[src/rtl/pack8to32_pkg.sv]
// Shared types and default geometry for the pack8to32 byte-to-word packer.
// Imported by the interface, the lane packer and the top level.
package pack_pkg;

  localparam int WORD_W          = 32;
  localparam int DEF_LANES       = 4;
  localparam int DEF_LANE_W      = 8;
  localparam int DEF_ADDR_STRIDE = 4;

  typedef logic signed [WORD_W-1:0] word_t;

  typedef enum logic [1:0] {
    IDLE,
    FILL,
    EMIT,
    FINISH
  } state_t;

endpackage

[src/rtl/pack8to32_if.sv]
// Bundles the control, upstream and downstream handshake signals of pack8to32.
// The master drives the inputs of the packer; the slave modport is the packer itself.
interface pack8to32_if;
  import pack_pkg::*;

  word_t base;
  word_t count;
  logic  _start;
  word_t in_data;
  logic  in_valid;
  logic  in_ready;
  logic  _ready;
  logic  _valid;
  logic  _done;
  word_t _out0;
  word_t _out1;

  modport master (
    output base, count, _start, in_data, in_valid, _ready,
    input  in_ready, _valid, _done, _out0, _out1
  );

  modport slave (
    input  base, count, _start, in_data, in_valid, _ready,
    output in_ready, _valid, _done, _out0, _out1
  );

endinterface

[src/rtl/pack8to32_lane_packer.sv]
// Lane insert register plus lane counter: assembles LANES bytes little-endian.
// word shows the assembled value including a byte loaded this cycle; full marks the last lane.
module lane_packer #(
  parameter int LANES  = pack_pkg::DEF_LANES,
  parameter int LANE_W = pack_pkg::DEF_LANE_W
) (
  input  logic                    clk,
  input  logic                    rst_n,
  input  logic                    clr,
  input  logic                    load,
  input  logic [LANE_W-1:0]       byte_in,
  output logic [LANES*LANE_W-1:0] word,
  output logic                    full
);

  localparam int IDX_W = (LANES > 1) ? $clog2(LANES) : 1;
  localparam logic [IDX_W-1:0] LAST_LANE = IDX_W'(LANES - 1);

  logic [IDX_W-1:0]        lane_q, lane_d;
  logic [LANES*LANE_W-1:0] sr_q, sr_d;

  // NOTE: every signal written here gets a default first, so no path leaves it unassigned (no latch).
  always_comb begin
    sr_d   = sr_q;
    lane_d = lane_q;
    full   = 1'b0;
    word   = sr_q;
    word[lane_q*LANE_W +: LANE_W] = byte_in;
    if (clr) begin
      sr_d   = '0;
      lane_d = '0;
    end else if (load) begin
      if (lane_q == LAST_LANE) begin
        full   = 1'b1;
        sr_d   = '0;
        lane_d = '0;
      end else begin
        sr_d   = word;
        lane_d = lane_q + 1'b1;
      end
    end
  end

  // NOTE: datapath registers are reset too, so a run after reset never sees stale lanes.
  always_ff @(posedge clk or negedge rst_n) begin
    if (!rst_n) begin
      sr_q   <= '0;
      lane_q <= '0;
    end else begin
      // NOTE: non-blocking assignments keep all flops updating from pre-edge values.
      sr_q   <= sr_d;
      lane_q <= lane_d;
    end
  end

endmodule

[src/rtl/pack8to32.sv]
// Packs LANES byte samples into one little-endian word and emits count words with addresses,
// followed by a done beat, over a valid/ready/done output handshake.
module pack8to32
  import pack_pkg::*;
#(
  parameter int LANES       = DEF_LANES,
  parameter int LANE_W      = DEF_LANE_W,
  parameter int ADDR_STRIDE = DEF_ADDR_STRIDE
) (
  input  logic        _clock,
  input  logic        _reset,
  pack8to32_if.slave  bus
);

  state_t      state_q, state_d;
  logic [31:0] i_q, i_d;
  word_t       count_q, count_d;
  word_t       addr_q, addr_d;
  logic        in_ready_q, in_ready_d;
  logic        valid_q, valid_d;
  logic        done_q, done_d;
  word_t       out0_q, out0_d;
  word_t       out1_q, out1_d;

  logic                    pk_clr;
  logic                    pk_load;
  logic                    pk_full;
  logic [LANES*LANE_W-1:0] pk_word;

  // Only the low LANE_W bits of a sample carry data.
  logic unused_in_hi;
  assign unused_in_hi = ^bus.in_data[WORD_W-1:LANE_W];

  lane_packer #(
    .LANES  (LANES),
    .LANE_W (LANE_W)
  ) u_lane_packer (
    .clk     (_clock),
    .rst_n   (_reset),
    .clr     (pk_clr),
    .load    (pk_load),
    .byte_in (bus.in_data[LANE_W-1:0]),
    .word    (pk_word),
    .full    (pk_full)
  );

  always_comb begin
    state_d    = state_q;
    i_d        = i_q;
    count_d    = count_q;
    addr_d     = addr_q;
    in_ready_d = in_ready_q;
    valid_d    = valid_q;
    done_d     = done_q;
    out0_d     = out0_q;
    out1_d     = out1_q;
    pk_clr     = 1'b0;
    pk_load    = 1'b0;

    if (bus._start) begin
      // A start aborts whatever is in flight, including a partial word or a pending beat.
      count_d = bus.count;
      addr_d  = bus.base;
      i_d     = '0;
      pk_clr  = 1'b1;
      valid_d = 1'b0;
      done_d  = 1'b0;
      if (bus.count <= 0) begin
        state_d    = FINISH;
        in_ready_d = 1'b0;
      end else begin
        state_d    = FILL;
        in_ready_d = 1'b1;
      end
    end else begin
      unique case (state_q)
        IDLE: begin
          in_ready_d = 1'b0;
          if (valid_q && bus._ready) begin
            valid_d = 1'b0;
            done_d  = 1'b0;
          end
        end
        FILL: begin
          pk_load = bus.in_valid && in_ready_q;
          if (pk_full) begin
            out0_d     = word_t'(pk_word);
            out1_d     = addr_q;
            valid_d    = 1'b1;
            in_ready_d = 1'b0;
            state_d    = EMIT;
          end
        end
        EMIT: begin
          if (bus._ready) begin
            i_d     = i_q + 32'd1;
            addr_d  = addr_q + word_t'(ADDR_STRIDE);
            valid_d = 1'b0;
            if ((i_q + 32'd1) == $unsigned(count_q)) begin
              state_d = FINISH;
            end else begin
              state_d    = FILL;
              in_ready_d = 1'b1;
            end
          end
        end
        FINISH: begin
          // First cycle raises the done beat; it retires on the next accepted _ready.
          if (!valid_q) begin
            valid_d = 1'b1;
            done_d  = 1'b1;
          end else if (bus._ready) begin
            valid_d = 1'b0;
            done_d  = 1'b0;
            state_d = IDLE;
          end
        end
        default: state_d = IDLE;
      endcase
    end
  end

  always_ff @(posedge _clock or negedge _reset) begin
    if (!_reset) begin
      state_q    <= IDLE;
      i_q        <= '0;
      count_q    <= '0;
      addr_q     <= '0;
      in_ready_q <= 1'b0;
      valid_q    <= 1'b0;
      done_q     <= 1'b0;
      out0_q     <= '0;
      out1_q     <= '0;
    end else begin
      state_q    <= state_d;
      i_q        <= i_d;
      count_q    <= count_d;
      addr_q     <= addr_d;
      in_ready_q <= in_ready_d;
      valid_q    <= valid_d;
      done_q     <= done_d;
      out0_q     <= out0_d;
      out1_q     <= out1_d;
    end
  end

  assign bus.in_ready = in_ready_q;
  assign bus._valid   = valid_q;
  assign bus._done    = done_q;
  assign bus._out0    = out0_q;
  assign bus._out1    = out1_q;

endmodule

[src/flat_wrapper.sv]
// flat-port wrapper written by rule: the top's interface ports become plain ports
module pack8to32_flat import pack_pkg::*;
#(
  parameter int LANES       = DEF_LANES,
  parameter int LANE_W      = DEF_LANE_W,
  parameter int ADDR_STRIDE = DEF_ADDR_STRIDE
)
  (_clock, _reset, bus_base, bus_count, bus__start, bus_in_data, bus_in_valid, bus__ready, bus_in_ready, bus__valid, bus__done, bus__out0, bus__out1);
  pack8to32_if bus_i ();
  input  logic _clock;
  input  logic _reset;
  input wire logic [$bits(bus_i.base)-1:0] bus_base;
  input wire logic [$bits(bus_i.count)-1:0] bus_count;
  input wire logic [$bits(bus_i._start)-1:0] bus__start;
  input wire logic [$bits(bus_i.in_data)-1:0] bus_in_data;
  input wire logic [$bits(bus_i.in_valid)-1:0] bus_in_valid;
  input wire logic [$bits(bus_i._ready)-1:0] bus__ready;
  output wire logic [$bits(bus_i.in_ready)-1:0] bus_in_ready;
  output wire logic [$bits(bus_i._valid)-1:0] bus__valid;
  output wire logic [$bits(bus_i._done)-1:0] bus__done;
  output wire logic [$bits(bus_i._out0)-1:0] bus__out0;
  output wire logic [$bits(bus_i._out1)-1:0] bus__out1;
  assign bus_i.base = bus_base;
  assign bus_i.count = bus_count;
  assign bus_i._start = bus__start;
  assign bus_i.in_data = bus_in_data;
  assign bus_i.in_valid = bus_in_valid;
  assign bus_i._ready = bus__ready;
  assign bus_in_ready = bus_i.in_ready;
  assign bus__valid = bus_i._valid;
  assign bus__done = bus_i._done;
  assign bus__out0 = bus_i._out0;
  assign bus__out1 = bus_i._out1;
  pack8to32 #(.LANES(LANES), .LANE_W(LANE_W), .ADDR_STRIDE(ADDR_STRIDE)) u_core (._clock(_clock), ._reset(_reset), .bus(bus_i));
endmodule
[config.mk]
export PLATFORM = sky130hd
export DESIGN_NAME = pack8to32_flat
export DESIGN_NICKNAME = d
export VERILOG_FILES = /design/src/rtl/pack8to32_pkg.sv /design/src/rtl/pack8to32_if.sv /design/src/rtl/pack8to32_lane_packer.sv /design/src/rtl/pack8to32.sv /design/src/flat_wrapper.sv
export SDC_FILE = /design/constraint.sdc
export NUM_CORES = 1
export LEC_CHECK = 0
export CAP_MARGIN = 20
export CORE_UTILIZATION = 60
export CTS_CLUSTER_DIAMETER = 200
export DETAILED_ROUTE_END_ITERATION = 10
export DONT_BUFFER_PORTS = 1
export GPL_TIMING_DRIVEN = 0
export PLACE_DENSITY_LB_ADDON = 0.3
export SYNTH_ARGS = -nofsm -noshare
export SYNTH_HDL_FRONTEND = slang
export SYNTH_SLANG_ARGS = --single-unit
export TNS_END_PERCENT = 30
[constraint.sdc]
create_clock -name _clock -period 4.1 [get_ports _clock]
set_clock_uncertainty 0.05 [all_clocks]
set_input_delay 1.23 -clock _clock [delete_from_list [all_inputs] [get_ports _clock]]
set_output_delay 1.23 -clock _clock [all_outputs]
set_load 0.1 [all_outputs]
After elaboration in Yosys (flattened, before gate mapping)
Cells that the tools add are included.

Add/subtract/negate cells: 4. $lt $le $gt $ge: 1. Equality and inequality tests: 12. Shift-type cells: 2. Muxes and demuxes: 43. Bitwise logic cells: 1. Reductions and logical operators: 15.

Operator list (number): two-way mux 32 bit (9); negator 5 -> 34 bit (1); variable shift 8 x 34 -> 32 bit, first input constant (1); indexed part select 8 x 34 -> 32 bit (1); adder 32 x 1 -> 32 bit, second input constant (1); adder 32 x 4 -> 32 bit, second input constant (1); bitwise mux 32 bit (1); equality test 32 bit (1); <= comparator 32 x 1 -> 1 bit, second input constant (1); two-way mux 2 bit (10); two-way mux 1 bit (19); != test 3 x 2 -> 1 bit, second input constant (3); != test 3 bit, second input constant (3); AND reduction 3 bit (3); nonzero test 4 bit (2); equality test 2 bit, second input constant (3); one-hot mux 2 bit (3 select lines) (1); nonzero test 2 bit (3); AND reduction 5 bit (1); != test 4 bit, second input constant (1); one-hot mux 1 bit (4 select lines) (1); AND reduction 4 bit (1); one-hot mux 1 bit (3 select lines) (1); nonzero test 3 bit (1); other kinds (7) (8).

Register bits: 199. Input port bits: 101. Word-level logic and storage cells: 89.

Logic depth before layout (Yosys ltp)
Depth after elaboration: 8. Gate-level depth with buffers: 10.

Hierarchy
Synthesis repeated with hierarchy kept, for this count alone.

Cell total of the unflattened synthesis: 939. Area, all modules: 10075.9 um^2.

By module, submodules not included: pack8to32 (instances 1, cells an instance 773, area an instance 8235.4 um^2, seq. area each 4129.0 um^2); lane_packer (instances 1, cells an instance 166, area an instance 1840.5 um^2, seq. area each 850.8 um^2).

Worst setup path after synthesis
OpenSTA, ideal clock, no wires.

Path kind: input to register. Start: in bus__start. End: reg u_core.u_lane_packer.sr_q[10]. Setup time: 67 ps. Arrival time: 2835 ps. Data required time: 3983 ps. Setup slack: 1148 ps. Stages: 5. Path through: clkbuf_1 -> or3_1 -> clkbuf_1 -> nor4_1 -> a22o_1.

Word-level cells in the longest chain between the ends: 2. Elaborated cells between the ends (all ways): 4. Classes of those cells: 3 x mux; 1 x reduce/logical.

Ends and longest elaborated chain: from (decl) (line flat_wrapper.sv:14) `input wire logic [$bits(bus_i._start)-1:0] bus__start;`; two-way mux 1 bit (line pack8to32.sv:60) `if (bus._start) begin`; two-way mux 32 bit or nonzero test 2 bit (tied branches); to (signal assigned) (line pack8to32_lane_packer.sv:51) `sr_q <= sr_d;`; to (decl) (line pack8to32_lane_packer.sv:20) `logic [LANES*LANE_W-1:0] sr_q, sr_d;`.

Parallel ways exist; a longest one is shown, timed or not. A chain may end at the register's enable or synchronous reset.

Worst setup path in the final report
Start: in bus__start. End: reg u_core.in_ready_q, in the netlist u_core.bus.in_ready.

Word-level cells in the longest chain between the ends: 5. Elaborated cells between the ends (all ways): 10. Classes of those cells: 3 x eq/ne; 5 x mux; 2 x reduce/logical.

Ends and longest elaborated chain: two-way mux 1 bit (line pack8to32.sv:60); two-way mux 1 bit (line pack8to32_lane_packer.sv:32) `end else if (load) begin`; two-way mux 1 bit (line pack8to32_lane_packer.sv:29) `if (clr) begin`; != test 3 x 2 -> 1 bit (no line); AND reduction 4 bit (no line); to (signal assigned) (line pack8to32.sv:139) `in_ready_q <= in_ready_d;`; to (decl) (line pack8to32.sv:19) `logic in_ready_q, in_ready_d;`.

Parallel ways exist; a longest one is shown, timed or not.

==> impl_metrics.csv <==
group,metric,value,unit
synthesis,synth_area_per_cell,10.1,µm²
synthesis,synth-seq-cells,199,
final_layout,num-fill-cells,1252,
synthesis,synth_top_flop_cell,"dfrtp_1",
timing,setup_viol,0,
status,outcome,"complete, no violations",
clocking,cts-buffers-inserted,17,
synthesis,synth_area,10000,µm²
synthesis,async_flop_share,100,%
clocking,clk_latency,0.44,ns
final_layout,nets,1122,
setup_path,cpPeakStageDelay,0.68,ns
grt,first_global_vias,7454,
timing,fin_crit_sh,94.3,%
clocking,cts-root-buf,"clkbuf_16",
setup_path,cp-start-kind,"input pin",
setup_path,crit_slowest_cell,"nor4_1",
detailed_routing,wl_per_cell,18.9,µm
clocking,cts_hold_buffers,0,
timing,tightestPinTransition,1.02,ns
synthesis,synth_top_area_share,49.7,%
detailed_routing,drc_errors,0,
setup_path,worstPathRequired,4.37,ns
clocking,cts_tree,"yes",
synthesis,yosys.area_share.simple,18.1,%
final_layout,fin_area,10900,µm²
grt,antenna_found_initial,0,
timing,drv_slew,0,
setup_path,cp_cell_sequence,"clkbuf_1 -> inv_1 -> nor4_1 -> nand4_1 -> nor4_1 -> nand4_1 -> nand2_1 -> nor2_1 -> mux2_1",
floorplanning,die_w,131,µm
final_layout,antenna_cells,0,
synthesis,synth_xor_area_share,8.30,%
placement,place_congestion,0.918,
grt,grt_first_pass_wirelength,38.2,mm
timing,tns,0,ns
final_layout,final_common_cell,"dfrtp_1",
clocking,cts_resized,0,
synthesis,ys_seq_area_share,49.7,%
detailed_routing,met1_length,10.5,mm
timing,relSlewSlack,32.1,%
detailed_routing,routed-wl-met3,1.63,mm
final_layout,syn2layout_area_growth,8.57,%
final_layout,layout_common_cells,"dfrtp_1 (199), nand2_1 (111), o21ai_0 (81)",
synthesis,synth_adder_area_share,1.50,%
detailed_routing,antenna_left,0,
timing,fmaxAchievable,0.259,GHz
timing,hold_viol_final,0,
grt,grt-ovfl-total,0,
detailed_routing,routed_via_density,6.08,
synthesis,synth.largest_area_cell,"dfrtp_1",
placement,numPortBuffers,0,
synthesis,synth-compound-area-share,11.6,%
power_and_ir_drop,power_density,413,nW/µm²
job,cap_viol_max_count,0,
setup_path,crit_type,"input pin to flip-flop",
floorplanning,dieHeight,131,µm
clocking,clk_pin_slew,0.07,ns
detailed_routing,dr.first_iter.drc_count,536,
synthesis,syn_nets,1102,
setup_path,cp.arrival,4.14,ns
clocking,cts_htree_levels,4,
floorplanning,dieArea,17200,µm²
floorplanning,start_util,62.2,%
placement,place_inst,1205,
detailed_routing,wl,23.4,mm
floorplanning,ioPinCount,168,
placement,placedInstanceArea,10300,µm²
synthesis,synth-edff-count,0,
final_layout,fin_cells,1238,
clocking,clk_path_buf_depth,2,
clocking,cts_setup_buffers,0,
floorplanning,coreArea,16100,µm²
placement,dp_hpwl,16.4,mm
synthesis,synth.area.top_cells,"dfrtp_1 (50%), mux2_2 (7.3%), xnor2_1 (4.8%)",
detailed_routing,wl_met2,10.9,mm
detailed_routing,highest_layer,"met4",
synthesis,synth_mux_area_share,8.01,%
floorplanning,rows,46,
timing,post-route-min-period,3.87,ns
clocking,cts.sinks,199,
timing,rsz0062_at_grt,"no",
grt,grtUsageTotal,28.2,%
synthesis,yosysUniqueCellTypes,55,
synthesis,ys.warnings.count,0,
detailed_routing,num_vias,7521,
min_path,hp-class,"input pin to asynchronous set/reset pin",
synthesis,synthCells,989,
grt,grt_max_degree,200,
power_and_ir_drop,ir_drop,0.348,mV
power_and_ir_drop,leakage,0.00462,µW
final_layout,fin_util,67.5,%
final_layout,layout-drive-gt1-share,11.3,%
setup_path,crit_path_max_fanout,10,
setup_path,end_kind,"flip-flop",
detailed_routing,first_pass_iters,5,
synthesis,synth_top_family_by_area,"simple AND/OR/NAND/NOR gates",
[where the power goes]
part,internal (µW),switching [µW]
Combinational,218,314
Sequential,2060,210
Clock,925,764
Total,3200,1290
[state kept, by name, summed over array words and instances, names as in the netlist]
| register | flops |
|---|---|
| u_core.addr_q | 32 |
| u_core.bus._done | 1 |
| u_core.bus._out0 | 32 |
| u_core.bus._out1 | 32 |
| u_core.bus._valid | 1 |
| u_core.bus.in_ready | 1 |
| u_core.count_q | 32 |
| u_core.i_q | 32 |
| u_core.state_q | 2 |
| u_core.u_lane_packer.lane_q | 2 |
| u_core.u_lane_packer.sr_q | 32 |
[logic make-up after synthesis]
| family | after synthesis |
|---|---|
| AOI/OAI and AO/OA | 192 |
| xor gates and xnor gates | 95 |
| adders and majority gates | 12 |
| buffers and inverters | 72 |
| DFF | 199 |
| muxes | 72 |
| and+or+nand+nor | 347 |
[critical path: cells and delay by family]
family                 cells  cell delay, ns
AND/OR/NAND/NOR            6            1.76
buffers and inverters      2            0.85
multiplexers               1            0.30
[synth_stat cells (all sizes together) (7+ instances only)]
| cell | n |
|---|---|
| a21oi | 50 |
| a22o | 32 |
| and3 | 7 |
| buf | 15 |
| clkbuf | 42 |
| dfrtp | 199 |
| ha | 12 |
| inv | 15 |
| mux2 | 66 |
| nand2 | 111 |
| nand3 | 25 |
| nand4 | 27 |
| nor2 | 60 |
| nor2b | 37 |
| nor3 | 23 |
| nor4 | 18 |
| o21ai | 85 |
| or3 | 14 |
| xnor2 | 55 |
| xor2 | 40 |
[stage by stage]
stage | hold WS (ns) | worst slack, ns | total power, µW
detailed placement | 0.423 | -0.174 | 2830
CTS | 0.417 | 0.285 | 4510
global route | 0.415 | 0.107 | 4660
global placement | 0.425 | -0.153 | 2810
finish | 0.427 | 0.233 | 4490
floorplan | 0.408 | 1.15 | 2680
[final cells by class]
| class | count | area [µm²] | area share, % |
|---|---|---|---|
| Buffer | 57 | 229 | 2.10 |
| Clock buffer | 20 | 447 | 4.10 |
| Clock inverter | 12 | 138 | 1.26 |
| Inverter | 15 | 56.3 | 0.517 |
| Multi-Input combinational cell | 718 | 4760 | 43.7 |
| Sequential cell | 199 | 4980 | 45.7 |
| Tap cell | 216 | 270 | 2.48 |
| Timing Repair Buffer | 1 | 5.00 | 0.0460 |
[worst paths after layout]
| kind | cells past startpoint | to | slack (ns) | startpoint |
|---|---|---|---|---|
| setup / recovery | 9 | u_core.bus.in_ready$_DFFE_PN0P_ | 0.23 | bus__start |
| min in group _clock | 1 | u_core.u_lane_packer.sr_q[8]$_DFFE_PN0P_ | 0.45 | u_core.u_lane_packer.sr_q[8]$_DFFE_PN0P_ |
| max in group asynchronous | 0 | u_core.count_q[30]$_DFFE_PN0P_ | 3.29 | _reset |
| hold / removal | 0 | u_core.bus._out1[21]$_DFFE_PN0P_ | 0.43 | _reset |
| setup reg to reg | 9 | u_core.bus.in_ready$_DFFE_PN0P_ | 0.86 | u_core.i_q[0]$_DFFE_PN0P_ |
| hold reg to reg | 1 | u_core.u_lane_packer.sr_q[8]$_DFFE_PN0P_ | 0.45 | u_core.u_lane_packer.sr_q[8]$_DFFE_PN0P_ |
[metal layers]
metal | track usage [%] | vias up
met2 | 43.7 | 245
met1 | 38.7 | 3725
met3 | 7.60 | 34
li1 | - | 3517
met4 | 9.24 | 0
met5 | 0 | -
Note: power is estimated with default switching activity, not from simulation.
